## src/rtl/multi_cycle_control_unit.sv

```systemverilog
// Multi-cycle RV32I control FSM: sequences IF/ID/EX/MEM/WB over the shared
// datapath, handles the memory handshake with a wait timeout, and halts.
module multi_cycle_control_unit #(
    parameter int MEM_TIMEOUT = 255
) (
    input  logic       clk,
    input  logic       reset,
    input  logic [6:0] opcode,
    input  logic       bcond,
    input  logic       ecall_halt,
    input  logic       mem_ready,
    output logic       pc_write,
    output logic       pc_write_cond,
    output logic       pc_source,
    output logic       i_or_d,
    output logic       mem_read,
    output logic       mem_write,
    output logic       ir_write,
    output logic       mdr_write,
    output logic       reg_write,
    output logic [1:0] wb_sel,
    output logic       alu_src_a,
    output logic [1:0] alu_src_b,
    output logic [1:0] alu_op,
    output logic       is_halted,
    output logic       fault
);

    typedef enum logic [2:0] {
        S_IF   = 3'd0,
        S_ID   = 3'd1,
        S_EX   = 3'd2,
        S_MEM  = 3'd3,
        S_WB   = 3'd4,
        S_PCN  = 3'd5,
        S_HALT = 3'd6
    } state_t;

    localparam logic [6:0] OP_R     = 7'b0110011;
    localparam logic [6:0] OP_I     = 7'b0010011;
    localparam logic [6:0] OP_LOAD  = 7'b0000011;
    localparam logic [6:0] OP_STORE = 7'b0100011;
    localparam logic [6:0] OP_BR    = 7'b1100011;
    localparam logic [6:0] OP_JAL   = 7'b1101111;
    localparam logic [6:0] OP_JALR  = 7'b1100111;
    localparam logic [6:0] OP_SYS   = 7'b1110011;

    // Counter wide enough to hold MEM_TIMEOUT; saturates when timeout is off.
    localparam int CW = (MEM_TIMEOUT > 1) ? $clog2(MEM_TIMEOUT + 1) : 1;

    state_t        state_q, state_d;
    logic [CW-1:0] cnt_q, cnt_d;
    logic          fault_q, fault_d;

    logic is_r, is_i, is_ld, is_st;
    logic is_br, is_jal, is_jalr, is_sys;
    logic legal;
    logic expired;
    logic [CW-1:0] cnt_inc;

    // Opcode class decode and wait-timeout detection.
    always_comb begin
        is_r    = (opcode == OP_R);
        is_i    = (opcode == OP_I);
        is_ld   = (opcode == OP_LOAD);
        is_st   = (opcode == OP_STORE);
        is_br   = (opcode == OP_BR);
        is_jal  = (opcode == OP_JAL);
        is_jalr = (opcode == OP_JALR);
        is_sys  = (opcode == OP_SYS);
        legal   = is_r | is_i | is_ld | is_st | is_br
                | is_jal | is_jalr | is_sys;
        cnt_inc = (&cnt_q) ? cnt_q : cnt_q + CW'(1);
        expired = (MEM_TIMEOUT != 0) &&
                  ((int'(cnt_q) + 1) >= MEM_TIMEOUT);
    end

    // Next-state logic and control outputs; everything forced low in reset.
    always_comb begin
        state_d       = state_q;
        fault_d       = fault_q;
        cnt_d         = '0;
        pc_write      = 1'b0;
        pc_write_cond = 1'b0;
        pc_source     = 1'b0;
        i_or_d        = 1'b0;
        mem_read      = 1'b0;
        mem_write     = 1'b0;
        ir_write      = 1'b0;
        mdr_write     = 1'b0;
        reg_write     = 1'b0;
        wb_sel        = 2'b00;
        alu_src_a     = 1'b0;
        alu_src_b     = 2'b00;
        alu_op        = 2'b00;
        is_halted     = 1'b0;

        case (state_q)
            S_IF: begin
                mem_read = 1'b1;
                if (mem_ready) begin
                    ir_write = 1'b1;
                    state_d  = S_ID;
                end else if (expired) begin
                    state_d = S_HALT;
                    fault_d = 1'b1;
                end else begin
                    cnt_d = cnt_inc;
                end
            end
            S_ID: begin
                alu_src_b = 2'b10;
                if (is_sys) begin
                    state_d = ecall_halt ? S_HALT : S_PCN;
                end else if (!legal) begin
                    state_d = S_HALT;
                    fault_d = 1'b1;
                end else begin
                    state_d = S_EX;
                end
            end
            S_EX: begin
                case (1'b1)
                    is_r: begin
                        alu_src_a = 1'b1;
                        alu_op    = 2'b10;
                        state_d   = S_WB;
                    end
                    is_i: begin
                        alu_src_a = 1'b1;
                        alu_src_b = 2'b10;
                        alu_op    = 2'b10;
                        state_d   = S_WB;
                    end
                    is_ld, is_st: begin
                        alu_src_a = 1'b1;
                        alu_src_b = 2'b10;
                        state_d   = S_MEM;
                    end
                    is_br: begin
                        alu_src_a     = 1'b1;
                        alu_op        = 2'b01;
                        pc_write_cond = 1'b1;
                        pc_source     = 1'b1;
                        state_d       = bcond ? S_IF : S_PCN;
                    end
                    is_jal: begin
                        alu_src_b = 2'b01;
                        reg_write = 1'b1;
                        wb_sel    = 2'b10;
                        pc_write  = 1'b1;
                        pc_source = 1'b1;
                        state_d   = S_IF;
                    end
                    is_jalr: begin
                        alu_src_a = 1'b1;
                        alu_src_b = 2'b10;
                        state_d   = S_WB;
                    end
                    default: begin
                        state_d = S_HALT;
                        fault_d = 1'b1;
                    end
                endcase
            end
            S_MEM: begin
                i_or_d    = 1'b1;
                mem_read  = is_ld;
                mem_write = is_st;
                if (mem_ready) begin
                    mdr_write = is_ld;
                    state_d   = is_ld ? S_WB : S_PCN;
                end else if (expired) begin
                    state_d = S_HALT;
                    fault_d = 1'b1;
                end else begin
                    cnt_d = cnt_inc;
                end
            end
            S_WB: begin
                alu_src_b = 2'b01;
                pc_write  = 1'b1;
                reg_write = 1'b1;
                if (is_ld) begin
                    wb_sel = 2'b01;
                end else if (is_jalr) begin
                    wb_sel    = 2'b10;
                    pc_source = 1'b1;
                end
                state_d = S_IF;
            end
            S_PCN: begin
                alu_src_b = 2'b01;
                pc_write  = 1'b1;
                state_d   = S_IF;
            end
            S_HALT: begin
                is_halted = 1'b1;
            end
            default: begin
                state_d = S_IF;
            end
        endcase

        if (reset) begin
            pc_write      = 1'b0;
            pc_write_cond = 1'b0;
            pc_source     = 1'b0;
            i_or_d        = 1'b0;
            mem_read      = 1'b0;
            mem_write     = 1'b0;
            ir_write      = 1'b0;
            mdr_write     = 1'b0;
            reg_write     = 1'b0;
            wb_sel        = 2'b00;
            alu_src_a     = 1'b0;
            alu_src_b     = 2'b00;
            alu_op        = 2'b00;
            is_halted     = 1'b0;
        end
    end

    assign fault = fault_q & ~reset;

    // State, wait counter and sticky fault flag.
    always_ff @(posedge clk) begin
        if (reset) begin
            state_q <= S_IF;
            cnt_q   <= '0;
            fault_q <= 1'b0;
        end else begin
            state_q <= state_d;
            cnt_q   <= cnt_d;
            fault_q <= fault_d;
        end
    end

endmodule

```

## config.mk

```make
export PLATFORM = sky130hd
export DESIGN_NAME = multi_cycle_control_unit
export DESIGN_NICKNAME = d
export VERILOG_FILES = /design/src/rtl/multi_cycle_control_unit.sv
export SDC_FILE = /design/constraint.sdc
export NUM_CORES = 1
export LEC_CHECK = 0
export CAP_MARGIN = 20
export CORE_ASPECT_RATIO = 0.8
export CORE_UTILIZATION = 30
export CTS_CLUSTER_SIZE = 40
export DETAILED_ROUTE_END_ITERATION = 16
export MAX_ROUTING_LAYER = met4
export PLACE_DENSITY = 0.6
export SETUP_SLACK_MARGIN = 0.2
export SYNTH_ARGS = -nofsm -noshare
export SYNTH_HDL_FRONTEND = slang
export SYNTH_SLANG_ARGS = --single-unit
export TNS_END_PERCENT = 50
```

## constraint.sdc

```tcl
create_clock -name clk -period 4.5 [get_ports clk]
set_input_delay 0.675 -clock clk [delete_from_list [all_inputs] [get_ports clk]]
set_output_delay 0.675 -clock clk [all_outputs]
set_load 0.02 [all_outputs]
```

# Word level (Yosys, flattened, before mapping)

Cells that the tools add are included.

Add/subtract/negate cells: 2
$lt $le $gt $ge: 1
Equal/unequal tests: 24
Mux-type cells: 92
Bitwise operators: 10
Reduce and logical (&&, ||, !) cells: 8

Operators by type and width:

| cell                  | number |
|---|---|
| $mux W1               | 53 |
| $mux W2               | 20 |
| $mux W3               | 11 |
| $eq A7 B7 Y1 const B  | 4 |
| $ne A2 B2 Y1 const B  | 9 |
| $pmux W3 S5           | 1 |
| $eq A7 B6 Y1 const B  | 2 |
| $reduce_and A11 Y1    | 1 |
| $add A8 B1 Y9 const B | 1 |
| $eq A3 B3 Y1 const B  | 3 |
| $ge A9 B8 Y1 const B  | 1 |
| $add A8 B1 Y8 const B | 1 |
| $pmux W1 S2           | 4 |
| $reduce_and A8 Y1     | 1 |
| $eq A7 B2 Y1 const B  | 1 |
| $eq A7 B5 Y1 const B  | 1 |
| $or A1 B1 Y1          | 7 |
| $eq A3 B2 Y1 const B  | 2 |
| $pmux W2 S3           | 1 |
| $reduce_or A2 Y1      | 3 |
| $pmux W2 S2           | 1 |
| $reduce_or A4 Y1      | 1 |
| $eq A3 B1 Y1 const B  | 1 |
| $logic_not A3 Y1      | 1 |
| other kinds (5)       | 6 |

Register bits after elaboration: 12
Output and inout port bits: 18

# Logic depth before layout (Yosys ltp)

Depth in word-level cells: 11
Gate-level depth with buffers: 7
Mapped depth without buffers: 7

# Worst setup path after synthesis

No wires, ideal clock.

Kind: input to output
Start point: input port reset
End point: output port mem_write
Arrival: 1.935 ns
Required time: 3.825 ns
Path slack: 1.890 ns
Cell stages on the path: 4
Path through: clkbuf_1 or2_2 nor2_1 and4b_1

Word-level cells in the longest chain between the ends: 1

Ends and longest elaborated chain:

| element     | line | RTL |
|---|---|---|
| from (decl) | 7    | `input logic reset,` |
| $mux W1     | 205  | `if (reset) begin` |
| to (decl)   | 17   | `output logic mem_write,` |

No other way between the ends.

# Final worst setup path

Start point: input port opcode[3]
End point: output port mem_read

Word-level cells in the longest chain between the ends: 3

Ends and longest elaborated chain:

| element      | line | RTL |
|---|---|---|
| from (decl)  | 8    | `input logic [6:0] opcode,` |
| $eq A7 B2 Y1 | 65   | `is_ld = (opcode == OP_LOAD);` |
| $pmux W1 S2  | 98   | `case (state_q)` |
| $mux W1      | 205  |  |
| to (decl)    | 16   | `output logic mem_read,` |

No other way between the ends.

==> flow_summary.yaml <==
timing:
  finalMaxSlewViolations: 0
  fin_ws_ns: 0.669
  post-route-period-util_pct: 85.1
  tightest_slew_ns: 0.789
  final.hold.worst_slack_ns: 0.528
  finalSetupViolCount: 0
  fmax_mhz: 261
  slew_headroom_pct: 46.9
  hold_violations: 0
  period_needed_ns: 3.83
  tns_ns: 0
  finClkSkew_ns: 0.00267
  grt_setup_unrepaired: "no"
worst_setup_path:
  crit_arrival_ns: 3.16
  crit_fanout: 9
  crit_cells: 6
  cp_common_cell: "clkdlybuf4s50_1"
  slowest_stage: "nor4_1"
  max_stage_delay_ns: 0.63
  cp.required_ns: 3.83
  rr_worst_depth: 7
  setup.worst_path.start: "opcode[3]"
  cp.buffers_inverters: 2
  path_class: "primary input to output pin"
  start_kind: "primary input"
  regToRegEndpoint: "state_q[0]"
  path_cells: "clkdlybuf4s50_1 > nand4bb_4 > nor4_1 > nand3_1 > a21oi_1 > clkdlybuf4s50_1"
  r2r-start: "cnt_q[0]"
  path_delay_family: "buffers and inverters"
  worst_setup_path_end_kind: "output pin"
  rrSetupSlack_ns: 2.44
  endpoint: "mem_read"
job:
  maxCapViolCount: 0
floorplan:
  row_count: 19
  fp.dieW_um: 70.4
  initial_core_util_pct: 32.1
  die_y_um: 56.7
  ioPinCount: 30
  design.die.area_sq_um: 3990
  coreArea_sq_um: 3490
cts:
  cts_setup_buffers: 0
  cts.sink_count: 12
  cts-resized-gates: 0
  cts_tree: "built"
  clk_pin_slew_ns: 0.05
  htreeDepth: 1
  clock_latency_ns: 0.24
  clock_path_buffers: 2
  cts-buffers-inserted: 3
  cts_hold_buf: 0
  root_buffer: "clkbuf_8"
power:
  p_leak_nw: 0.516
  p_per_area_nw_per_um2: 288
  ir_drop_mv: 0.140
global_route:
  grt-ovfl-total: 0
  grt_max_degree: 14
  antenna_found_initial: 0
  grt_pass1_wl_um: 4770
  track_usage_pct: 15.3
  grt_pass1_vias: 1002
place:
  pre_cts_slack_ns: 0.679
  detailed_place_hpwl_um: 2250
  portBuffers: 29
  gp_congestion: 0.894
  placed_cell_area_sq_um: 1430
run_status:
  status: "finished clean"
synthesis:
  syn_inst: 147
  synth.distinct_cells: 48
  postSynthAreaPerCell_sq_um: 7.63
  yosysSeqAreaShare_pct: 21.4
  ys_seq_elements: 12
  yosys_most_used_dff: "dfxtp_1"
  async_reset_ff_share_pct: 0
  syn-num-nets: 161
  ys_warn_count: 0
  synth_edf_count: 0
  syn_area_sq_um: 1120
drt:
  drc_errors: 0
  wl_per_cell_um: 13.3
  via_per_inst: 5.43
  first_iter_violations: 79
  firstDrtPassIters: 4
  route.vias.total: 1172
  totalWireLength_um: 2860
  ant_nets: 0
finish:
  design_area_sq_um: 1490
  most-common-layout-cells: "clkdlybuf4s50_1 (29), nor2_1 (26), dfxtp_1 (12)"
  syn_to_final_growth_pct: 32.4
  num-fill-cells: 351
  nets: 189
  final_layout_size_suffix_gt1_share_pct: 8.62
  diodes: 0
  final_common_cell: "clkdlybuf4s50_1"
hold_path:
  worst_hold_path_type: "flop to flop"
## layer usage
metal / vias to the layer above / track usage, % / wire length (um)
met3: 3 / 3.23 / 236
li1: 593 / - / -
met4: 0 / 4.29 / 12
met2: 55 / 21.8 / 1230
met1: 521 / 21.7 / 1380
met5: - / - / 0
## sequential cells by signal, indices dropped and copies added, names as in the netlist
| signal | cells |
|---|---|
| fault_q | 1 |
| state_q | 3 |
| cnt_q | 8 |
## how the worst min path moves through the flow
stage,slack [ns],startpoint,cells after the start,endpoint
3_3_place_gp,0.50,cnt_q[0],1,cnt_q[0]
6_report,0.53,cnt_q[0],1,cnt_q[0]
3_5_place_dp,0.52,cnt_q[6],2,cnt_q[6]
2_1_floorplan,0.47,cnt_q[0],1,cnt_q[0]
4_1_cts,0.53,cnt_q[0],1,cnt_q[0]
5_1_grt,0.56,cnt_q[0],1,cnt_q[0]
## power breakdown
part / leakage, nW / switching, mW / total, mW / internal [mW]
logic: 0.390 / 0.0864 / 0.166 / 0.0798
clock network: 0.0288 / 0.0400 / 0.117 / 0.0773
registers: 0.0975 / 0.0242 / 0.144 / 0.120
total: 0.516 / 0.151 / 0.427 / 0.277
## worst reg2reg max path, delay by kind of cell (launching register included)
kind | cells | cell delay (ns)
AOI/OAI and AO/OA | 3 | 0.57
and+or+nand+nor | 2 | 0.53
DFF | 1 | 0.46
adders and majority gates | 1 | 0.32
buffers and inverters | 1 | 0.07
## layout make-up
class                   count  area, sq um  share of cell area (%)
flip-flops and latches     12          240                    16.2
clock buffers               4         55.1                    3.70
repair buffers             29          290                    19.5
well taps                  42         52.6                    3.54
multi-input cells         123          826                    55.6
inverters                   6         22.5                    1.52
## cell usage after synthesis, drive strengths merged, types with 3 or more instances
master | number | area [sq um]
a211oi | 3 | 22.5
dfxtp | 12 | 240
nand3 | 5 | 25.0
inv | 6 | 22.5
a21oi | 8 | 40.0
nor4 | 4 | 25.0
and2 | 3 | 18.8
nand2 | 8 | 30.0
nor3 | 4 | 20.0
xnor2 | 7 | 68.8
nand2b | 6 | 37.5
nor2b | 6 | 37.5
nor2 | 27 | 104
and3 | 4 | 25.0
o21ai | 3 | 15.0
clkbuf | 4 | 15.0
or2 | 3 | 18.8
## logic make-up (layout without fill, tap and decap cells)
| family | Yosys count | after routing | share of synthesized area, % |
|---|---|---|---|
| fa+ha+maj | 2 | 2 | 2.23 |
| xor+xnor | 8 | 8 | 6.91 |
| flops | 12 | 12 | 21.4 |
| simple gates | 81 | 81 | 41.1 |
| compound gates | 31 | 31 | 22.4 |
| mux | 1 | 1 | 0.892 |
| buf+inv | 12 | 39 | 5.02 |
## metrics by stage
step	util (%)	std cells	total power [mW]
global route	42.5	216	0.456
global placement	41.0	212	0.310
CTS	42.5	216	0.431
detailed placement	41.0	212	0.310
finish	42.5	216	0.427
floorplan	-	147	0.254
Power figures use the tool's default switching activity.
